**src/rtl/rr_arbiter_2x1_if.sv**
```systemverilog
// Handshake bundle for the 2:1 round-robin arbiter.
// Two valid/ready sources in, one registered valid/ready slot out.
interface rr_arbiter_2x1_if #(
    parameter int WIDTH = 8
);
    logic             a_valid;
    logic [WIDTH-1:0] a_data;
    logic             a_ready;
    logic             b_valid;
    logic [WIDTH-1:0] b_data;
    logic             b_ready;
    logic             sel;
    logic             y_valid;
    logic [WIDTH-1:0] y_data;
    logic             y_ready;

    modport master (
        output a_valid, a_data, b_valid, b_data, y_ready,
        input  a_ready, b_ready, sel, y_valid, y_data
    );

    modport slave (
        input  a_valid, a_data, b_valid, b_data, y_ready,
        output a_ready, b_ready, sel, y_valid, y_data
    );
endinterface

```
**src/rtl/rr_arbiter_2x1.sv**
```systemverilog
// Two-input round-robin arbiter with bounded bursts
// and a one-deep registered output slot.
module rr_arbiter_2x1 #(
    parameter int WIDTH     = 8,
    parameter int MAX_BURST = 4
) (
    input  logic              clk,
    input  logic              rst,
    rr_arbiter_2x1_if.slave   bus
);
    localparam logic [3:0] MAX_CNT = 4'(MAX_BURST);

    typedef enum logic [1:0] {
        IDLE    = 2'd0,
        GRANT_A = 2'd1,
        GRANT_B = 2'd2
    } state_t;

    state_t           r_state;
    state_t           w_state_nxt;
    logic             r_last;
    logic [3:0]       r_cnt;
    logic             r_y_valid;
    logic [WIDTH-1:0] r_y_data;
    logic             r_sel;

    logic             w_load;
    logic             w_both;
    logic             w_burst_done;
    logic             w_gnt_a;
    logic             w_gnt_b;
    logic             w_fire;
    logic             w_same;
    logic             w_sel;

    assign w_load       = !r_y_valid || bus.y_ready;
    assign w_both       = bus.a_valid && bus.b_valid;
    assign w_burst_done = (r_cnt >= MAX_CNT);
    assign w_fire       = w_gnt_a || w_gnt_b;
    assign w_same       = (w_gnt_a && r_state == GRANT_A)
                       || (w_gnt_b && r_state == GRANT_B);

    // Grant decision: contention resolved by state and burst count
    always_comb begin
        w_gnt_a = 1'b0;
        w_gnt_b = 1'b0;
        if (!rst && w_load) begin
            if (w_both) begin
                unique case (r_state)
                    IDLE: begin
                        w_gnt_a = !r_last;
                        w_gnt_b = r_last;
                    end
                    GRANT_A: begin
                        w_gnt_a = !w_burst_done;
                        w_gnt_b = w_burst_done;
                    end
                    GRANT_B: begin
                        w_gnt_a = w_burst_done;
                        w_gnt_b = !w_burst_done;
                    end
                    default: begin
                        w_gnt_a = 1'b0;
                        w_gnt_b = 1'b0;
                    end
                endcase
            end else begin
                w_gnt_a = bus.a_valid;
                w_gnt_b = bus.b_valid;
            end
        end
    end

    // FSM state register
    always_ff @(posedge clk) begin
        if (rst) begin
            r_state <= IDLE;
        end else begin
            r_state <= w_state_nxt;
        end
    end

    // FSM next state: follows the granted source, idles on empty load
    always_comb begin
        w_state_nxt = r_state;
        if (w_load) begin
            if (w_gnt_a) begin
                w_state_nxt = GRANT_A;
            end else if (w_gnt_b) begin
                w_state_nxt = GRANT_B;
            end else begin
                w_state_nxt = IDLE;
            end
        end
    end

    // FSM outputs: readies and mux select; sel holds when no grant
    always_comb begin
        bus.a_ready = w_gnt_a;
        bus.b_ready = w_gnt_b;
        w_sel       = 1'b0;
        if (!rst) begin
            w_sel = w_fire ? w_gnt_a : r_sel;
        end
        bus.sel = w_sel;
    end

    // Output slot, burst counter, last-winner and held select
    always_ff @(posedge clk) begin
        if (rst) begin
            r_y_valid <= 1'b0;
            r_y_data  <= '0;
            r_last    <= 1'b0;
            r_cnt     <= 4'd0;
            r_sel     <= 1'b0;
        end else begin
            r_sel <= w_sel;
            if (w_load) begin
                if (w_fire) begin
                    r_y_valid <= 1'b1;
                    r_y_data  <= w_gnt_a ? bus.a_data : bus.b_data;
                    r_last    <= w_gnt_a;
                    if (w_same) begin
                        r_cnt <= w_burst_done ? MAX_CNT : r_cnt + 4'd1;
                    end else begin
                        r_cnt <= 4'd1;
                    end
                end else begin
                    r_y_valid <= 1'b0;
                    r_cnt     <= 4'd0;
                end
            end
        end
    end

    assign bus.y_valid = r_y_valid;
    assign bus.y_data  = r_y_data;
endmodule
```
**src/flat_wrapper.sv**
```systemverilog
// flat-port wrapper written by rule: the top's interface ports become plain ports
module rr_arbiter_2x1_flat 
#(
    parameter int WIDTH     = 8,
    parameter int MAX_BURST = 4
)
  (clk, rst, bus_a_valid, bus_a_data, bus_b_valid, bus_b_data, bus_y_ready, bus_a_ready, bus_b_ready, bus_sel, bus_y_valid, bus_y_data);
  rr_arbiter_2x1_if #(.WIDTH(WIDTH)) bus_i ();
  input  logic clk;
  input  logic rst;
  input wire logic [$bits(bus_i.a_valid)-1:0] bus_a_valid;
  input wire logic [$bits(bus_i.a_data)-1:0] bus_a_data;
  input wire logic [$bits(bus_i.b_valid)-1:0] bus_b_valid;
  input wire logic [$bits(bus_i.b_data)-1:0] bus_b_data;
  input wire logic [$bits(bus_i.y_ready)-1:0] bus_y_ready;
  output wire logic [$bits(bus_i.a_ready)-1:0] bus_a_ready;
  output wire logic [$bits(bus_i.b_ready)-1:0] bus_b_ready;
  output wire logic [$bits(bus_i.sel)-1:0] bus_sel;
  output wire logic [$bits(bus_i.y_valid)-1:0] bus_y_valid;
  output wire logic [$bits(bus_i.y_data)-1:0] bus_y_data;
  assign bus_i.a_valid = bus_a_valid;
  assign bus_i.a_data = bus_a_data;
  assign bus_i.b_valid = bus_b_valid;
  assign bus_i.b_data = bus_b_data;
  assign bus_i.y_ready = bus_y_ready;
  assign bus_a_ready = bus_i.a_ready;
  assign bus_b_ready = bus_i.b_ready;
  assign bus_sel = bus_i.sel;
  assign bus_y_valid = bus_i.y_valid;
  assign bus_y_data = bus_i.y_data;
  rr_arbiter_2x1 #(.WIDTH(WIDTH), .MAX_BURST(MAX_BURST)) u_core (.clk(clk), .rst(rst), .bus(bus_i));
endmodule
```
**config.mk**
```make
export PLATFORM = sky130hd
export DESIGN_NAME = rr_arbiter_2x1_flat
export DESIGN_NICKNAME = d
export VERILOG_FILES = /design/src/rtl/rr_arbiter_2x1_if.sv /design/src/rtl/rr_arbiter_2x1.sv /design/src/flat_wrapper.sv
export SDC_FILE = /design/constraint.sdc
export NUM_CORES = 1
export LEC_CHECK = 0
export BUFFER_PORTS_ARGS = -buffer_cell sky130_fd_sc_hd__buf_2
export CAP_MARGIN = 20
export CORE_MARGIN = 2
export CORE_UTILIZATION = 43
export DETAILED_ROUTE_END_ITERATION = 6
export HOLD_SLACK_MARGIN = 0.1
export PLACE_DENSITY = 0.73
export SLEW_MARGIN = 30
export SYNTH_ARGS = -nofsm -noshare
export SYNTH_HDL_FRONTEND = slang
export SYNTH_SLANG_ARGS = --single-unit
export TNS_END_PERCENT = 100
```
**constraint.sdc**
```tcl
create_clock -name clk -period 1.6 [get_ports clk]
set_input_delay 0.32 -clock clk [delete_from_list [all_inputs] [get_ports clk]]
set_output_delay 0.32 -clock clk [all_outputs]
set_load 0.02 [all_outputs]
```
* After elaboration in Yosys (flattened, before gate mapping) *
Cells that the tools add are included.

word-level totals
  output and inout bits = 12
  word-level logic and storage cells = 38
  register bits = 17
  input port bits = 21

cells by class
  muxes and demuxes = 15
  equality and inequality tests = 2
  $add $sub $neg = 1
  reductions and logical operators = 13
  $lt $le $gt $ge = 1

operators with widths
  kind                                                                   number
  4-bit 2-to-1 mux                                                       3
  8-bit 2-to-1 mux                                                       1
  1-bit 2-to-1 mux                                                       7
  1-bit case mux with 3 select lines                                     2
  4-bit by 1-bit adder with 4-bit output, second input constant          1
  4-bit by 3-bit >= comparator with 1-bit output, second input constant  1
  1-bit logical AND                                                      4
  1-bit zero test                                                        4
  2-bit 2-to-1 mux                                                       2
  1-bit logical OR                                                       3
  2-bit by 1-bit equality test with 1-bit output, second input constant  1
  2-bit equality test, second input constant                             1
  2-bit zero test                                                        1
  2-bit AND reduction                                                    1

* Longest topological paths before layout *
  depth after elaboration = 9
  depth in mapped cells = 6
  gate-level depth less buffers = 4

* Worst setup path before layout *
Ideal clock, no wire load.

  path kind = register -> output
  start = reg u_core.r_cnt[2]
  end = out bus_sel
  required time = 1.280 ns
  arrival time = 1.681 ns
  buffers on the path = 0
  path slack = -0.401 ns
  stages on the path, launching flop included = 5
  cells stage by stage = dfxtp_1 > nor2_2 > mux2_4 > a2111oi_4 > o21ai_1

between the ends
  cells in the longest elaborated chain, start to end = 8
  elaborated cells between the ends (all ways) = 11
  those cells by class = order compare (1); mux (8); reduce/logical (2)

RTL lines
  element                                             RTL line               text
  from (decl)                                         rr_arbiter_2x1.sv:22   logic [3:0] r_cnt;
  from (signal assigned)                              rr_arbiter_2x1.sv:124  r_cnt <= w_burst_done ? MAX_CNT : r_cnt + 4'd1;
  4-bit by 3-bit >= comparator with 1-bit output (*)  rr_arbiter_2x1.sv:38   assign w_burst_done = (r_cnt >= MAX_CNT);
  1-bit zero test                                     rr_arbiter_2x1.sv:60   w_gnt_b = !w_burst_done;
  1-bit case mux with 3 select lines (*)              rr_arbiter_2x1.sv:49   unique case (r_state)
  1-bit 2-to-1 mux (*)                                rr_arbiter_2x1.sv:48   if (w_both) begin
  1-bit 2-to-1 mux (*)                                rr_arbiter_2x1.sv:47   if (!rst && w_load) begin
  named net bus_b_ready                               flat_wrapper.sv:17     output wire logic [$bits(bus_i.b_ready)-1:0] bus_b_ready;
  1-bit logical OR (*)                                rr_arbiter_2x1.sv:39   assign w_fire = w_gnt_a || w_gnt_b;
  1-bit 2-to-1 mux (*)                                rr_arbiter_2x1.sv:103  w_sel = w_fire ? w_gnt_a : r_sel;
  1-bit 2-to-1 mux (*)                                rr_arbiter_2x1.sv:102  if (!rst) begin
  to (decl)                                           flat_wrapper.sv:18     output wire logic [$bits(bus_i.sel)-1:0] bus_sel;

The timed path passes the listed nets; every way through them passes the cells marked *.

* Worst setup path in the final report *
  start = reg u_core.r_cnt[3]
  end = out bus_sel

between the ends
  cells in the longest elaborated chain, start to end = 8
  elaborated cells between the ends (all ways) = 11
  those cells by class = order compare (1); mux (8); reduce/logical (2)

RTL lines
  element                                             RTL line
  4-bit by 3-bit >= comparator with 1-bit output (*)  rr_arbiter_2x1.sv:38
  1-bit zero test                                     rr_arbiter_2x1.sv:55, rr_arbiter_2x1.sv:60
  1-bit case mux with 3 select lines                  rr_arbiter_2x1.sv:49
  1-bit 2-to-1 mux                                    rr_arbiter_2x1.sv:48
  1-bit 2-to-1 mux                                    rr_arbiter_2x1.sv:47
  1-bit logical OR                                    rr_arbiter_2x1.sv:39
  1-bit 2-to-1 mux (*)                                rr_arbiter_2x1.sv:103
  1-bit 2-to-1 mux (*)                                rr_arbiter_2x1.sv:102

Mark *: on every way between the ends. The rest lies on a longest branch, timed or not.

==> impl_metrics.env <==
export IMPL_finClkSkew_ps=6.416
export IMPL_cap_violations=0
export IMPL_synth_nets=119
export IMPL_diodes=0
export IMPL_ys_seq_elements=17
export IMPL_wire_per_inst_microns=15.25
export IMPL_die_x_microns=50.40
export IMPL_crit_chain="nor2_4 > mux2_4 > a2111oi_4 > o21ai_2 > buf_6"
export IMPL_initial_core_util_pct=46.25
export IMPL_antenna_found_initial=0
export IMPL_tightest_slew_ps=360.7
export IMPL_synth_commonest_cells="dfxtp_1 (17), nor2_1 (12), a311oi_1 (8), nand3_1 (8), o21ai_0 (7)"
export IMPL_worstHoldPathType="in -> reg"
export IMPL_worstReg2RegEnd="u_core.bus.y_data[3]"
export IMPL_dr_first_iter_drc_count=26
export IMPL_fin_crit_sh_pct=125.8
export IMPL_h_tree_depth=1
export IMPL_crit_type="reg -> out"
export IMPL_hold_viol=0
export IMPL_nNetsFinal=175
export IMPL_synthTopCellsByArea="dfxtp_1 (37%), a311oi_1 (7.6%), nor2_1 (4.9%)"
export IMPL_wirelength_microns=2729
export IMPL_clk_pin_slew_ps=110
export IMPL_first_pass_iters=4
export IMPL_dpl_worst_slack_ps=-124.7
export IMPL_clk_insertion_delay_late_ps=290
export IMPL_whs_path_depth=3
export IMPL_grt_max_degree=11
export IMPL_synth_edf_count=0
export IMPL_seqCellArea_sq_um=344.1
export IMPL_cts_tree="yes"
export IMPL_die_area_sq_mm=0.002540
export IMPL_via_per_inst=5.547
export IMPL_synth_avg_cell_area_sq_um=9.545
export IMPL_power_density_mw_per_mm2=746.9
export IMPL_grt_pass1_vias=927
export IMPL_yosys_area_top_type_share_pct=36.76
export IMPL_cp_slowest_cell="a2111oi_4"
export IMPL_power_leakage_nw=0.6268
export IMPL_reg2regPathDepth=6
export IMPL_worstHoldStart="bus_a_data[0]"
export IMPL_placeableCoreArea_sq_mm=0.002002
export IMPL_clock_sinks=17
export IMPL_hold_buffers=0
export IMPL_worstPathMaxFanout=3
export IMPL_die_h_microns=50.40
export IMPL_path_buf_inv=1
export IMPL_cts_made_buffers=3
export IMPL_seq_area_frac_synth_pct=36.76
export IMPL_io_pins=33
export IMPL_yosys_area_top_type="dfxtp_1"
export IMPL_drive_gt1_share_pct=61.18
export IMPL_violations="negative setup slack"
export IMPL_grt_pass1_wl_microns=3974
export IMPL_cp_start_kind="register"
export IMPL_slowest_delay_ps=370
export IMPL_grt_usage_pct=20.45
export IMPL_holdWs_ps=292.5
export IMPL_grt_overflow_total=0
export IMPL_final_util_pct=69.75
export IMPL_multi_input_area_sq_um=620.6
export IMPL_ys_warnings_count=0
export IMPL_period_needed_ps=2013
export IMPL_synthesis_instances=97
export IMPL_rrSetupSlack_ps=-40
export IMPL_num_rows=16
export IMPL_cp_top_family="compound AO/OA/AOI/OAI gates"
export IMPL_setup_violations=7
export IMPL_io_buffers=32
export IMPL_r2r_start="u_core.r_cnt[3]"
export IMPL_fillers=161
export IMPL_fmax_mhz=496.7
export IMPL_setup_tns_ps=-1158
export IMPL_area_delta_synth_final_pct=50.81
export IMPL_syn_cell_area_sq_um=925.9
export IMPL_worst_ir_drop_vdd_uv=591.7
export IMPL_yosysMostFrequentCell="dfxtp_1"
export IMPL_hold_path_end="u_core.bus.y_data[0]"
export IMPL_ctsLongestPathBuffers=2
export IMPL_cp_end_kind="output port"
export IMPL_synthArstFlopShare_pct=0
export IMPL_gp_congestion=0.7666
export IMPL_synthFlopType="dfxtp_1"
export IMPL_synthDistinctLibCells=36
export IMPL_root_buffer="clkbuf_4"
export IMPL_cp_arrival_ps=1690
export IMPL_timing_final_ws_setup_ps=-413.1
export IMPL_drc=0
export IMPL_critPathRequiredTime_ps=1280
export IMPL_rsz0062_at_grt="true"
export IMPL_relSlewSlack_pct=75.69
export IMPL_num_vias=993
export IMPL_status="finished with violations"
export IMPL_power_mw=1.043
export IMPL_maxSlewViolCount=0
export IMPL_hpwl_microns=1806
export IMPL_ant_nets=0
-- power by group --
part	switching, mW	internal [mW]
logic	0.174	0.157
clock network	0.141	0.0928
registers	0.0216	0.456
total	0.337	0.706
-- tightest hold or removal path, stage by stage --
cell and delay [ps]:
buf_2 90, nand3_1 50, a311oi_1 70
-- cell usage in the layout, fill, tap and decap left out, drive strengths merged, types with 2 or more instances in the layout --
| master | n |
|---|---|
| nor2 | 13 |
| clkbuf | 3 |
| nor3b | 2 |
| or2b | 2 |
| buf | 56 |
| nand3 | 8 |
| a311oi | 8 |
| dfxtp | 17 |
| o21ai | 13 |
| nor2b | 2 |
| inv | 2 |
| or3 | 3 |
| nand2 | 3 |
-- kinds of logic (layout without fill, tap and decap cells) --
kind of cell               count (synthesis)  count (layout)  share of synthesized area, %
AOI/OAI and AO/OA                         32              32                         27.57
DFF                                       17              17                         36.76
buffers and inverters                      7              62                         6.622
adders and majority gates                  1               1                         1.351
muxes                                      1               1                         1.621
and+or+nand+nor                           39              39                         26.08
-- worst max path at each step --
| stage | startpoint | endpoint | slack (ps) | depth (start not counted) |
|---|---|---|---|---|
| after global placement | u_core.r_cnt[3] | bus_b_ready | -70 | 4 |
| after CTS | u_core.r_cnt[3] | bus_sel | -430 | 5 |
| after global routing | u_core.r_cnt[3] | bus_sel | -460 | 5 |
| after floorplan | u_core.r_cnt[3] | bus_sel | -220 | 4 |
| after detailed placement | u_core.r_cnt[3] | bus_b_ready | -120 | 4 |
| final | u_core.r_cnt[3] | bus_sel | -410 | 5 |
-- state kept, by name (all words and copies together) (netlist names) --
signal and flops:
u_core.bus.y_data 8, u_core.bus.y_valid 1, u_core.r_cnt 4, u_core.r_last 1, u_core.r_sel 1, u_core.r_state 2
-- area by class of cell --
| cell class | count | share of cell area, % |
|---|---|---|
| sequential | 17 | 24.64 |
| timing repair buffer | 56 | 25.99 |
| multi-input combinational | 73 | 44.44 |
| clock buffer | 3 | 1.613 |
| clock inverter | 1 | 0.3584 |
| inverter | 2 | 0.5376 |
| tap | 27 | 2.419 |
-- timing repair --
item                                    4_1_cts  5_1_grt
setup buffers                                 2        2
resized for setup                            11       18
hold endpoints to repair                      0        0
endpoints found under the setup margin        3       13
pin swaps                                     3        9
-- metrics by stage --
| stage | instance area, sq um | cells |
|---|---|---|
| floorplan | 943.4 | 97 |
| global placement | 1241 | 172 |
| detailed placement | 1241 | 172 |
| CTS | 1305 | 178 |
| global route | 1396 | 179 |
| finish | 1396 | 179 |
-- metal layers --
layer | GRT usage, % | wire [microns]
met1 | 23.98 | 1146
met2 | 36.40 | 1399
met3 | 4.167 | 128
met4 | 7.658 | 55
met5 | 0 | 0
No activity file was read; power rests on OpenSTA's default activity.
